**src/rtl/rsa_pkg.sv**
```systemverilog
// Shared widths and the modular-inverse controller state encoding.
package rsa_pkg;

  localparam int unsigned WIDTH  = 32;
  localparam int unsigned TWIDTH = 33;

  typedef enum logic [2:0] {
    StReset,
    StWait,
    StLoad,
    StDivide,
    StUpdate,
    StFixup,
    StFinished
  } inv_state_e;

endpackage

```
**src/rtl/divider_sm.sv**
```systemverilog
// Restoring divider, one quotient bit per cycle. div_done pulses 33 cycles after div_start.
module divider_sm
  import rsa_pkg::*;
(
  input  logic             clk,
  input  logic             reset_n,
  input  logic             div_start,
  input  logic [WIDTH-1:0] dividend,
  input  logic [WIDTH-1:0] divisor,
  output logic [WIDTH-1:0] quotient,
  output logic [WIDTH-1:0] remainder,
  output logic             div_done
);

  logic             busy_q;
  logic [5:0]       cnt_q;
  logic [WIDTH-1:0] quo_q;
  logic [WIDTH-1:0] rem_q;
  logic [WIDTH-1:0] dvs_q;
  logic [WIDTH:0]   rem_shift;
  logic [WIDTH:0]   diff;
  logic             fits;

  always_comb begin
    rem_shift = {rem_q, quo_q[WIDTH-1]};
    diff      = rem_shift - {1'b0, dvs_q};
    fits      = ~diff[WIDTH];
    quotient  = quo_q;
    remainder = rem_q;
    div_done  = busy_q && (cnt_q == 6'd32);
  end

  always_ff @(posedge clk or negedge reset_n) begin
    if (!reset_n) begin
      busy_q <= 1'b0;
      cnt_q  <= '0;
      quo_q  <= '0;
      rem_q  <= '0;
      dvs_q  <= '0;
    end else if (div_start) begin
      busy_q <= 1'b1;
      cnt_q  <= '0;
      quo_q  <= dividend;
      rem_q  <= '0;
      dvs_q  <= divisor;
    end else if (busy_q) begin
      if (cnt_q == 6'd32) begin
        busy_q <= 1'b0;
      end else begin
        quo_q <= {quo_q[WIDTH-2:0], fits};
        // A failed trial subtraction leaves rem_shift below the divisor, so bit 32 is zero.
        rem_q <= fits ? diff[WIDTH-1:0] : rem_shift[WIDTH-1:0];
        cnt_q <= cnt_q + 6'd1;
      end
    end
  end

endmodule

```
**src/rtl/mod_inverse.sv**
```systemverilog
// Extended-Euclid modular inverse d = e^-1 mod phi, one divider pass per iteration.
module mod_inverse
  import rsa_pkg::*;
(
  input  logic             clk,
  input  logic             reset_n,
  input  logic             inv_ready,
  input  logic [WIDTH-1:0] phi,
  input  logic [WIDTH-1:0] e,
  output logic [WIDTH-1:0] out,
  output logic             inv_done,
  output logic             inv_err
);

  inv_state_e        state_q, state_d;
  logic [WIDTH-1:0]  phi_q, r0_q, r1_q, out_q;
  logic [TWIDTH-1:0] t0_q, t1_q, t_next, t0_plus_phi;
  logic              err_path_q, err_q, div_sent_q;
  logic              div_start, div_done;
  logic [WIDTH-1:0]  quotient, remainder;

  divider_sm u_divider (
    .clk       (clk),
    .reset_n   (reset_n),
    .div_start (div_start),
    .dividend  (r0_q),
    .divisor   (r1_q),
    .quotient  (quotient),
    .remainder (remainder),
    .div_done  (div_done)
  );

  always_ff @(posedge clk or negedge reset_n) begin
    if (!reset_n) state_q <= StReset;
    else          state_q <= state_d;
  end

  always_comb begin
    state_d = state_q;
    unique case (state_q)
      StReset:    state_d = StWait;
      StWait:     if (inv_ready) state_d = StLoad;
      StLoad:     state_d = ((e == '0) || (phi < 32'd2)) ? StFixup : StDivide;
      StDivide:   if (div_done) state_d = StUpdate;
      StUpdate:   state_d = (remainder != '0) ? StDivide : StFixup;
      StFixup:    state_d = StFinished;
      StFinished: if (!inv_ready) state_d = StWait;
      default:    state_d = StReset;
    endcase
  end

  always_comb begin
    div_start = (state_q == StDivide) && !div_sent_q;
    inv_done  = (state_q == StFinished);
    inv_err   = err_q;
    out       = out_q;
  end

  // Bezout coefficients wrap modulo 2^33; exact because |t| never exceeds phi.
  always_comb begin
    t_next      = t0_q - ({1'b0, quotient} * t1_q);
    t0_plus_phi = t0_q + {1'b0, phi_q};
  end

  always_ff @(posedge clk or negedge reset_n) begin
    if (!reset_n) begin
      phi_q      <= '0;
      r0_q       <= '0;
      r1_q       <= '0;
      t0_q       <= '0;
      t1_q       <= '0;
      out_q      <= '0;
      err_q      <= 1'b0;
      err_path_q <= 1'b0;
      div_sent_q <= 1'b0;
    end else begin
      unique case (state_q)
        StWait: begin
          out_q      <= '0;
          err_q      <= 1'b0;
          div_sent_q <= 1'b0;
        end
        StLoad: begin
          phi_q      <= phi;
          r0_q       <= phi;
          r1_q       <= e;
          t0_q       <= '0;
          t1_q       <= {{(TWIDTH-1){1'b0}}, 1'b1};
          err_path_q <= (e == '0) || (phi < 32'd2);
        end
        StDivide: begin
          if (div_start) div_sent_q <= 1'b1;
        end
        StUpdate: begin
          r0_q       <= r1_q;
          r1_q       <= remainder;
          t0_q       <= t1_q;
          t1_q       <= t_next;
          div_sent_q <= 1'b0;
        end
        StFixup: begin
          if (err_path_q || (r0_q != 32'd1)) begin
            out_q <= '0;
            err_q <= 1'b1;
          end else begin
            out_q <= t0_q[TWIDTH-1] ? t0_plus_phi[WIDTH-1:0] : t0_q[WIDTH-1:0];
            err_q <= 1'b0;
          end
        end
        StFinished: begin
          if (!inv_ready) begin
            out_q <= '0;
            err_q <= 1'b0;
          end
        end
        default: ;
      endcase
    end
  end

endmodule

```
**config.mk**
```make
export PLATFORM = sky130hd
export DESIGN_NAME = mod_inverse
export DESIGN_NICKNAME = d
export VERILOG_FILES = /design/src/rtl/rsa_pkg.sv /design/src/rtl/divider_sm.sv /design/src/rtl/mod_inverse.sv
export SDC_FILE = /design/constraint.sdc
export NUM_CORES = 2
export LEC_CHECK = 0
export ABC_AREA = 1
export BUFFER_PORTS_ARGS = -buffer_cell sky130_fd_sc_hd__buf_2
export CORE_MARGIN = 5
export CORE_UTILIZATION = 45
export DETAILED_ROUTE_END_ITERATION = 16
export GPL_TIMING_DRIVEN = 0
export PLACE_DENSITY_LB_ADDON = 0.1
export SLEW_MARGIN = 30
export SYNTH_ARGS = -nofsm -noshare
export SYNTH_HDL_FRONTEND = slang
export SYNTH_SLANG_ARGS = --single-unit
```
**constraint.sdc**
```tcl
create_clock -name clk -period 6.6 [get_ports clk]
set_clock_uncertainty 0.05 [all_clocks]
set_input_delay 1.32 -clock clk [delete_from_list [all_inputs] [get_ports clk]]
set_output_delay 1.32 -clock clk [all_outputs]
set_load 0.005 [all_outputs]
```
[After elaboration in Yosys (flattened, before gate mapping)]
Cells that the tools add are included.
Word-level totals
  register bits after elaboration: 303
  bits of input ports: 67
  output and inout bits: 34
  logic and storage cells: 84
Operators by class
  add/sub/neg operators: 4
  $mul: 1
  magnitude comparators: 1
  equality and inequality tests: 13
  muxes and demuxes: 32
  bitwise logic cells: 1
  reductions and logical operators: 17
Operators with widths (number)
  2-to-1 mux 32 bit: 10
  one-hot mux 33 bit (2 select lines): 2
  one-hot mux 32 bit (2 select lines): 2
  one-hot mux 32 bit (3 select lines): 1
  multiplier 32 x 33 -> 33 bit: 1
  subtractor 33 x 32 -> 33 bit: 1
  subtractor 33 bit: 1
  adder 32 bit: 1
  logical NOT 32 bit: 1
  < comparator 32 x 2 -> 1 bit, second input constant: 1
  inequality test 32 x 1 -> 1 bit, second input constant: 1
  nonzero test 32 bit: 1
  one-hot mux 3 bit (7 select lines): 1
  2-to-1 mux 6 bit: 3
  2-to-1 mux 3 bit: 5
  inequality test 2 bit, second input constant: 5
  equality test 3 bit, second input constant: 3
  adder 6 x 1 -> 6 bit, second input constant: 1
  equality test 3 x 2 -> 1 bit, second input constant: 2
  equality test 6 bit, second input constant: 1
  2-to-1 mux 1 bit: 6
  AND reduction 2 bit: 3
  nonzero test 2 bit: 3
  equality test 3 x 1 -> 1 bit, second input constant: 1
  10 further kinds: 12

[Logic depth before layout (Yosys ltp)]
  word-level depth: 5
  gate-level depth with buffers: 35

[By module]
Synthesis repeated with hierarchy kept, for this count alone.
Second synthesis, totals
  cells, all modules: 4821
  area total of the unflattened synthesis: 36112.1 um2
Modules (own cells, without submodules)
  mod_inverse: times used 1, cells an instance 3744, area each 29036.6 um2, sequential area each 5004.8 um2
  divider_sm: times used 1, cells an instance 1077, area each 7075.5 um2, sequential area each 2577.5 um2

[Worst setup path before layout]
Ideal clock, no wire load.
  path type: flip-flop to flip-flop
  start: register t1_q[14]
  end: register t1_q[25]
  data arrival time: 6.580 ns
  data required time: 6.428 ns
  setup slack: -0.152 ns
  stages on the path, launching flop included: 24
  cell sequence: dfrtp_1 > clkbuf_1 > buf_1 > nand2_1 > fa_1 > fa_1 > fa_1 > inv_1 > fa_1 > inv_1 > fa_1 > fa_1 > fa_1 > inv_1 > fa_1 > inv_1 > ha_1 > nand2_1 > nor3_1 > nand4_1 > nand3_1 > a21oi_1 > or2_2 > a32o_1
Between the ends
  longest elaborated chain between the ends: 3
RTL lines
  start: declaration: line mod_inverse.sv:17  | logic [TWIDTH-1:0] t0_q, t1_q, t_next, t0_plus_phi;
  start signal: assignment: line mod_inverse.sv:88  | t1_q <= {{(TWIDTH-1){1'b0}}, 1'b1};
  start signal: assignment: line mod_inverse.sv:98  | t1_q <= t_next;
  multiplier 32 x 33 -> 33 bit: line mod_inverse.sv:61  | t_next = t0_q - ({1'b0, quotient} * t1_q);
  subtractor 33 bit: line mod_inverse.sv:61
  one-hot mux 33 bit (2 select lines): line mod_inverse.sv:77  | unique case (state_q)
No other way between the ends.
A chain may end at the register's enable or synchronous reset.

[Worst setup path after layout]
  start: register t1_q[10]
  end: register t1_q[27]
The elaborated chain is that of the path after synthesis.

==> results.yml <==
run_status:
  status: "finished, violations left"
  failing_checks: "negative setup slack"
final_layout:
  num-fill-cells: 7410
  final_cell_mix: "1,249 x sky130_fd_sc_hd__nand2_1, 1,042 x sky130_fd_sc_hd__inv_1, 443 x sky130_fd_sc_hd__fa_1"
  layout.nets: 5629
  layout_commonest_cell: "sky130_fd_sc_hd__nand2_1"
  final_util: 0.541
  antennaDiodeCount: 0
  final_layout_size_suffix_gt1_frac: 0.149
  area_delta_synth_final_pct: 18.8
routing:
  detail_route.vias_per_cell: 5.35
  avgRoutedWirePerCell_um: 22.7
  via_count: 31800
  detailedRoute.firstPassIterationCount: 5
  drtIter0Drc: 2609
  route.antenna.remaining_nets: 0
  wirelength_um: 135000
  remaining_drc_errors: 0
cts:
  cts_hold_buffers: 0
  clk_slew_on_worst_s_h_paths_ns: 0.07
  cts_sink_count: 303
  cts-buffers-inserted: 31
  ctsHtreeMaxLevel: 1
  cts_buffer_depth: 3
  insertion_delay_ns: 0.60
  tritoncts_clock_tree: "built"
  cts_root_buffer: "sky130_fd_sc_hd__clkbuf_16"
floorplan:
  die_area_um2: 84400
  die_height_um: 291
  die_width_um: 291
  placement_row_count: 102
  coreArea_um2: 77700
  boundaryPins: 101
  start_util: 0.456
yosys:
  postSynthRegisterBits: 303
  yosysWarningCount: 0
  synth-async-reset-ratio: 1.00
  synth_seq_area_share: 0.214
  synth.net_count: 5364
  syn_inst: 4608
  syn-mean-instance-area_um2: 7.69
  synth_ff_type: "sky130_fd_sc_hd__dfrtp_1"
  mappedNetlistArea_um2: 35400
  synth_cell_type_count: 64
  number_of_flops_mapped_to_enable_cells_by_yosys: 0
grt:
  grt_antenna_before_repair: 1
  grt_use_total: 0.313
  wire_length_of_the_first_global_routing_pass_um: 201000
  globalRouteOverflowTotal: 0
  grt_pass1_vias: 31900
  grt_start_max_net_pins: 84
placement:
  globalplace.congestion: 0.975
  pre_cts_slack_ns: -1.45
  hpwlAfterDp_um: 108000
  placement.io_buffers: 100
critical_path:
  arrival_ns: 7.27
  crit_start: "t1_q[10]$_DFFE_PN0P_"
  critical_path.slowest_cell: "sky130_fd_sc_hd__fa_1"
  critical_path.endpoint_type: "register"
  category_of_the_most_critical_setup_path: "reg -> reg"
  worst_r2r_startpoint: "t1_q[10]$_DFFE_PN0P_"
  worstPathRequired_ns: 7.04
  critical_path.max_stage_delay_ns: 0.57
  critPathMaxFanout: 4
  worst_setup_path_start_kind: "register"
sta:
  final_max_slew_viol_count: 0
  fin_crit_sh: 1.04
  max_slew.worst_pin.slew_ns: 0.969
  timing.final.setup_violations: 12
  hold_fails_final_rpt: 0
  rsz0062_at_grt: "true"
  post-route-min-period_ns: 6.83
  peak_freq_ghz: 0.146
  timing.max_slew.rel_slack: 0.347
  totalNegativeSetupSlack_ns: -1.79
  post-route-worst-setup-slack_ns: -0.235
flow_run:
  max-cap-violations: 0
min_path:
  holdCritStartpoint: "r1_q[21]$_DFFE_PN0P_"
  worst_hold_path_class: "reg -> reg"
## per-layer routing
layer / GRT usage / vias up / routed length, um
met3: 0.0423 / 257 / 9370
met4: 0.152 / 0 / 8370
met1: 0.417 / 15800 / 55300
met2: 0.506 / 1225 / 61800
met5: 0 / - / 0
li1: - / 14500 / -
## worst max-delay path: cells and delay by family, from the launching register on
family                   cells  cell delay, ns
AO/OA/AOI/OAI                4            0.52
AND/OR/NAND/NOR              6            0.80
adder cells (fa/ha/maj)      9            4.21
flip-flops                   1            0.53
buffers and inverters        8            0.58
## through the flow
stage / cells / cell area (um^2) / hold slack, ns
global placement: 5748 / 37200 / 0.406
floorplan: 4608 / 35400 / 0.398
CTS: 5895 / 41000 / 0.429
finish: 5938 / 42100 / 0.427
global route: 5938 / 42100 / 0.432
detailed placement: 5754 / 37400 / 0.415
## synthesized netlist by cell type, drive strengths merged, types with 2 or more instances
cell type	number	area share
o22ai	53	0.0094
o211ai	38	0.0081
nor4	35	0.0065
inv	1107	0.12
nand4	29	0.0053
a21o	20	0.0045
a31oi	5	0.00088
a31o	2	0.00049
nand3b	8	0.0017
a22o	3	0.00074
a21oi	134	0.019
a32o	6	0.0017
xor2	27	0.0067
clkbuf	144	0.015
o21bai	13	0.0029
nand2	1297	0.14
nor2	161	0.017
o2111a	2	0.00064
or2	3	0.00053
o31ai	4	0.00085
and3	2	0.00035
fa	476	0.27
nand3	118	0.017
dfrtp	303	0.21
o21ai	232	0.033
ha	213	0.075
nor3	24	0.0040
o21a	4	0.00085
a21boi	8	0.0018
o221ai	35	0.0087
a211oi	2	0.00042
xnor2	24	0.0059
and2	2	0.00035
buf	64	0.0094
a22oi	2	0.00042
a221oi	2	0.00049
## flip-flops by register name, indices dropped and copies added, names as in the netlist
name,flops
t0_q,33
t1_q,33
out,32
phi_q,32
r0_q,32
r1_q,32
u_divider.dvs_q,32
u_divider.quotient,32
u_divider.remainder,32
u_divider.cnt_q,6
state_q,3
div_sent_q,1
err_path_q,1
inv_err,1
u_divider.busy_q,1
## final cells by class
| cell class | instances | area, um^2 | area share |
|---|---|---|---|
| clock inverters | 21 | 220 | 0.00523 |
| well taps | 1040 | 1300 | 0.0309 |
| multi-input cells | 2989 | 23900 | 0.568 |
| inverters | 1108 | 4160 | 0.0989 |
| plain buffers | 191 | 2050 | 0.0486 |
| flip-flops and latches | 303 | 7620 | 0.181 |
| clock buffers | 37 | 838 | 0.0199 |
| repair buffers | 249 | 1980 | 0.0471 |
## worst paths after layout
check | endpoint | slack, ns | cells past startpoint
setup / recovery | t1_q[27]$_DFFE_PN0P_ | -0.23 | 27
hold / removal | u_divider.dvs_q[21]$_DFFE_PN0P_ | 0.43 | 2
setup reg to reg | t1_q[27]$_DFFE_PN0P_ | -0.23 | 27
hold reg to reg | u_divider.dvs_q[21]$_DFFE_PN0P_ | 0.43 | 2
max in group asynchronous | u_divider.quotient[23]$_DFFE_PN0P_ | 4.63 | 4
min in group asynchronous | out[0]$_DFFE_PN0P_ | 0.45 | 1
## logic make-up (layout without fill, tap and decap cells)
logic type	Yosys count	count (layout)	share of synthesized area
buf+inv	1316	1606	0.142
xor+xnor	51	51	0.0126
simple gates	1682	1682	0.191
compound gates	567	567	0.0954
fa+ha+maj	689	689	0.344
flops	303	303	0.214
## timing repair
| action | 4_1_cts | 5_1_grt |
|---|---|---|
| buffers inserted | 97 | 49 |
| gates resized for setup | 467 | 233 |
| gates cloned | 1 | 2 |
| pin swaps | 115 | 147 |
| endpoints found under the setup margin | 23 | 21 |
Power is left out: the tool's default activity adds up to more than one toggle a clock period on the data nets, which glitch-free logic cannot reach.
